===== src/rtl/hdr_exposure_pair_aligner.sv =====
// rtl/hdr_exposure_pair_aligner.sv - frame-aligns long/short exposure pixel streams into pairs for HDR merge
module hdr_exposure_pair_aligner #(
    parameter int DATA_WIDTH = 32,
    parameter int FIFO_DEPTH = 16
) (
    input  logic                  clk,
    input  logic                  rst_n,
    input  logic [DATA_WIDTH-1:0] s0_data,
    input  logic                  s0_sof,
    input  logic                  s0_valid,
    output logic                  s0_ready,
    input  logic [DATA_WIDTH-1:0] s1_data,
    input  logic                  s1_sof,
    input  logic                  s1_valid,
    output logic                  s1_ready,
    output logic [DATA_WIDTH-1:0] m_data0,
    output logic [DATA_WIDTH-1:0] m_data1,
    output logic                  m_sof,
    output logic                  m_valid,
    input  logic                  m_ready,
    output logic                  resync_pulse,
    output logic [15:0]           resync_cnt
);

    localparam int AW = $clog2(FIFO_DEPTH);
    localparam int PW = AW + 1;

    typedef enum logic {SYNC_WAIT, STREAM} state_t;

    state_t state;

    logic [DATA_WIDTH:0]   mem [2][FIFO_DEPTH];
    logic [DATA_WIDTH:0]   in_word [2];
    logic [DATA_WIDTH-1:0] h_data [2];
    logic [PW-1:0]         wp [2];
    logic [PW-1:0]         wp_vis [2];
    logic [PW-1:0]         rp [2];
    logic [PW-1:0]         wp_nx [2];
    logic [PW-1:0]         rp_nx [2];
    logic [1:0]            rdy;
    logic [1:0]            push;
    logic [1:0]            pop;
    logic [1:0]            h_vld;
    logic [1:0]            h_sof;
    logic                  out_free;
    logic                  load;
    logic                  mismatch;

    assign in_word[0] = {s0_sof, s0_data};
    assign in_word[1] = {s1_sof, s1_data};
    assign push       = {s1_valid & rdy[1], s0_valid & rdy[0]};
    assign s0_ready   = rdy[0];
    assign s1_ready   = rdy[1];
    assign out_free   = !m_valid || m_ready;

    // Heads are judged against a one-cycle-delayed write pointer, so a fresh write never falls through.
    always_comb begin
        for (int i = 0; i < 2; i++) begin
            h_vld[i]  = (wp_vis[i] != rp[i]);
            h_sof[i]  = mem[i][rp[i][AW-1:0]][DATA_WIDTH];
            h_data[i] = mem[i][rp[i][AW-1:0]][DATA_WIDTH-1:0];
            wp_nx[i]  = wp[i] + {{AW{1'b0}}, push[i]};
            rp_nx[i]  = rp[i] + {{AW{1'b0}}, pop[i]};
        end
    end

    always_ff @(posedge clk) begin
        for (int i = 0; i < 2; i++) begin
            if (push[i]) begin
                mem[i][wp[i][AW-1:0]] <= in_word[i];
            end
        end
    end

    always_ff @(posedge clk or negedge rst_n) begin
        if (!rst_n) begin
            for (int i = 0; i < 2; i++) begin
                wp[i]     <= '0;
                wp_vis[i] <= '0;
                rp[i]     <= '0;
            end
            rdy <= '0;
        end else begin
            for (int i = 0; i < 2; i++) begin
                wp[i]     <= wp_nx[i];
                wp_vis[i] <= wp[i];
                rp[i]     <= rp_nx[i];
                // Full when the pointers differ only in the wrap bit.
                rdy[i]    <= !((wp_nx[i][AW] != rp_nx[i][AW]) &&
                               (wp_nx[i][AW-1:0] == rp_nx[i][AW-1:0]));
            end
        end
    end

    always_comb begin
        pop      = 2'b00;
        load     = 1'b0;
        mismatch = 1'b0;
        case (state)
            SYNC_WAIT: begin
                if (h_vld[0] && !h_sof[0]) pop[0] = 1'b1;
                if (h_vld[1] && !h_sof[1]) pop[1] = 1'b1;
                if ((&h_vld) && (&h_sof) && out_free) begin
                    pop  = 2'b11;
                    load = 1'b1;
                end
            end
            STREAM: begin
                if ((&h_vld) && out_free) begin
                    if (h_sof[0] == h_sof[1]) begin
                        pop  = 2'b11;
                        load = 1'b1;
                    end else begin
                        mismatch = 1'b1;
                    end
                end
            end
            default: begin
                pop = 2'b00;
            end
        endcase
    end

    always_ff @(posedge clk or negedge rst_n) begin
        if (!rst_n) begin
            state        <= SYNC_WAIT;
            m_data0      <= '0;
            m_data1      <= '0;
            m_sof        <= 1'b0;
            m_valid      <= 1'b0;
            resync_pulse <= 1'b0;
            resync_cnt   <= '0;
        end else begin
            resync_pulse <= mismatch;
            if (mismatch) begin
                state <= SYNC_WAIT;
                if (resync_cnt != 16'hFFFF) begin
                    resync_cnt <= resync_cnt + 16'd1;
                end
            end else if (load) begin
                state <= STREAM;
            end
            if (load) begin
                m_data0 <= h_data[0];
                m_data1 <= h_data[1];
                m_sof   <= h_sof[0];
                m_valid <= 1'b1;
            end else if (m_ready) begin
                m_valid <= 1'b0;
            end
        end
    end

endmodule


===== config.mk =====
export PLATFORM = sky130hd
export DESIGN_NAME = hdr_exposure_pair_aligner
export DESIGN_NICKNAME = d
export VERILOG_FILES = /design/src/rtl/hdr_exposure_pair_aligner.sv
export SDC_FILE = /design/constraint.sdc
export NUM_CORES = 1
export LEC_CHECK = 0
export CORE_MARGIN = 2
export CORE_UTILIZATION = 50
export CTS_BUF_LIST = sky130_fd_sc_hd__clkbuf_8
export DETAILED_ROUTE_END_ITERATION = 6
export HOLD_SLACK_MARGIN = 0.03
export PLACE_DENSITY_LB_ADDON = 0.25
export SYNTH_ARGS = -nofsm -noshare
export SYNTH_HDL_FRONTEND = slang
export SYNTH_SLANG_ARGS = --single-unit

===== constraint.sdc =====
create_clock -name clk -period 5.3 [get_ports clk]
set_input_delay 0.53 -clock clk [delete_from_list [all_inputs] [get_ports clk]]
set_output_delay 0.53 -clock clk [all_outputs]
set_load 0.05 [all_outputs]

==> reports/metrics.csv <==
stage;metric;value;unit
pwr;Max IR drop VDD;0.000437;V
routing;DRT Pass-1 Iters;5;
worst_setup_path;Worst R2R Start;rp[5];
floorplanning;area of the die;0.0924;sq mm
routing;routed via count;21376;
sta;post-route setup TNS;0;ns
synthesis;Synth async-reset ratio;9.90;%
routing;1st-iter DRT viols;1785;
worst_setup_path;Worst Setup Path Type;register to register;
grt;GR met2 Demand/Resource;34.8;%
place;PortBufs;155;
place;placed insts;3320;
clock_network;Max Buffers Root-to-Sink;3;
worst_setup_path;reg2reg setup slack;1.20;ns
grt;GR Util met3;4.66;%
routing;post-detailed-route via-to-cell ratio;5.83;
layout;Finished Layout Cells;3666;
sta;Final Hold Vio Count;0;
worst_setup_path;R2R Path End;rdy[0];
synthesis;post-synthesis sequential area ratio;76.9;%
routing;DR WL/cell;27.0;um
sta;f_max;0.244;GHz
clock_network;setup bufs post-CTS;0;
worst_setup_path;slowest stage delay, CP;0.72;ns
sta;Least-Margin Pin Slew;1.04;ns
worst_setup_path;CP max FO;21;
synthesis;Yosys reg bits;1172;
sta;period utilization;77.4;%
worst_setup_path;CP endpoint kind;register;
sta;Period minus WS final;4.10;ns
sta;final setup violation count;0;
layout;commonest cells after routing, fill and taps aside;1,056 x edfxtp_1, 264 x mux4_2, 215 x clkbuf_8;
worst_setup_path;CP dominant cell by count;ha_1;
job;max-cap check violation count;0;
worst_setup_path;Crit path arrival time;4.80;ns
outcome;status;completed;
grt;first-pass GRT wire length;147000;um
floorplanning;Rows;110;
sta;fin. max-slew vios;0;
clock_network;CTS sink cnt;1172;
worst_setup_path;Critical Path Start Type;register;
routing;DRT Wirelength;99200;um
floorplanning;Die Ht;304;um
floorplanning;Die W;304;um
pwr;Cell Pwr Density;566;mW/mm^2
routing;DRT antenna net count;0;
grt;grt ovf;0;
layout;final core area utilization;57.9;%
clock_network;Num CTS Buffers;183;
grt;GRT Overall Usage;21.8;%
worst_setup_path;Worst EP required;5.99;ns
synthesis;count of cell types in the netlist;41;
grt;initial antenna violation count;13;
grt;vias in the first global route;22670;
grt;M1 GR Usage;30.5;%
routing;drt drc;0;
floorplanning;initial core utilization;50.2;%
synthesis;Cells after Synth;2043;
grt;Most Used Layer, Global Route;met2;
layout;most common cell after layout, fill and taps aside;edfxtp_1;
synthesis;Mean Syn Cell Area;22.0;sq um
worst_setup_path;r2r worst-path depth;15;
floorplanning;# IOs;156;
sta;Post-Route Hold Slack;0.236;ns
layout;Syn-to-layout area delta;15.3;%
hold_path;Hold Path Class;input port to async pin;
worst_setup_path;worst path cell trace;mux4_2 > nor2b_1 > a211oi_1 > a21oi_1 > ha_1 > inv_1 > mux2i_1 > o32ai_1 > ha_1 > ha_1 > nand3_1 > xnor2_1 > xnor2_1 > nor2_1 > nand4_1;
clock_network;worst skew pair latency;0.85;ns
pwr;leakage power total;0.0172;uW
place;post-DP HPWL;53800;um
worst_setup_path;CP max-delay cell;dfrtp_4;
pwr;total power draw;29400;uW
floorplanning;core area;0.0896;sq mm
clock_network;CTS root buffer;clkbuf_8;
clock_network;H-tree levels;4;
layout;layout cells sized above 1;27.1;%
sta;clock skew;0.0423;ns
clock_network;CTS clk-pin slew, worst paths;0.06;ns
synthesis;Post-synth EDFFs;1056;
synthesis;warning count from the yosys run;0;
synthesis;Synth Cell Area;0.0450;sq mm
sta;Rel. slew slack;30.8;%
synthesis;Most used DFF post-synth;edfxtp_1;
synthesis;Mapped Nets;2124;
clock_network;CTS tree;yes;
sta;RSZ-0062 raised after global routing;no;
place;GP Congestion;0.759;
layout;NumNets Final;2411;
grt;largest net degree at the start of global routing;65;
-- sequential cells by signal, summed over array words and instances (netlist names) --
name / cells
mem: 1056
m_data0: 32
m_data1: 32
resync_cnt: 16
rp: 10
wp: 10
wp_vis: 10
rdy: 2
m_sof: 1
m_valid: 1
resync_pulse: 1
state: 1
-- power breakdown --
group	leakage, uW	internal [uW]	switching, uW
registers	0.0109	11400	906
logic	0.00412	4480	5300
clock network	0.00216	3890	3440
total	0.0172	19700	9650
-- cells in the mapped netlist (all sizes together), types with 4 or more instances --
master,count,area (sq um)
mux2,66,890
a21oi,66,330
xnor2,35,314
buf,58,314
nand4,8,50.1
mux4,264,5950
ha,10,125
and3,7,43.8
edfxtp,1056,31700
nand3b,4,30.0
nor2,28,108
dfrtp,116,2900
mux2i,67,671
xor2,12,105
nand3,21,105
nor2b,66,413
clkbuf,52,195
a211oi,66,495
nand2b,5,31.3
nor3,12,70.1
nand2,7,26.3
-- critical path: cells and delay by family, from the launching register on --
kind                     cells  cell delay, ns
flip-flops                   1            0.72
AO/OA/AOI/OAI                3            0.61
AND/OR/NAND/NOR              4            0.49
XOR/XNOR                     2            0.28
buffers and inverters        1            0.04
adder cells (fa/ha/maj)      3            0.86
multiplexers                 2            0.92
-- kinds of logic after synthesis --
group / synth area share, %
adders and majority gates: 0.278
xor gates and xnor gates: 0.931
muxes: 16.7
DFF: 76.9
buffers and inverters: 1.15
AOI/OAI and AO/OA: 1.95
and+or+nand+nor: 2.11
-- layer usage --
metal / part of all wire, % / wire (um)
met1: 42 / 41800
met2: 49 / 48500
met3: 6.7 / 6610
met4: 2.2 / 2210
met5: 0.038 / 38
-- what timing repair did --
item,in CTS,in global routing
hold buffers,1,0
hold endpoints to repair,42,0
gates resized for setup,0,0
-- worst max-delay path by stage --
stage | slack [ns] | depth (start not counted) | to | startpoint
2_1_floorplan | 1.10 | 4 | mem[0][1023] | rdy[1]
6_report | 1.20 | 15 | rdy[0] | rp[5]
4_1_cts | 1.13 | 15 | rdy[0] | rp[5]
3_3_place_gp | 1.30 | 15 | rdy[0] | rp[5]
3_5_place_dp | 1.15 | 15 | rdy[0] | rp[5]
5_1_grt | 0.90 | 15 | rdy[0] | rp[0]
-- per-stage QoR --
stage | instance area, sq um | setup WS [ns]
after floorplan | 45000 | 1.10
after global placement | 48200 | 1.30
after detailed placement | 48200 | 1.15
after CTS | 51900 | 1.13
after global routing | 51900 | 0.902
final | 51900 | 1.20
-- final cells by class --
type	instances	area, sq um
Fill cell	6489	37700
Clock inverter	124	658
Tap cell	1176	1470
Antenna cell	6	15.0
Timing Repair Buffer	212	2020
Sequential cell	1172	34600
Clock buffer	215	2960
Multi-Input combinational cell	759	10100
Inverter	2	7.51
Note: power is estimated with default switching activity, not from simulation.
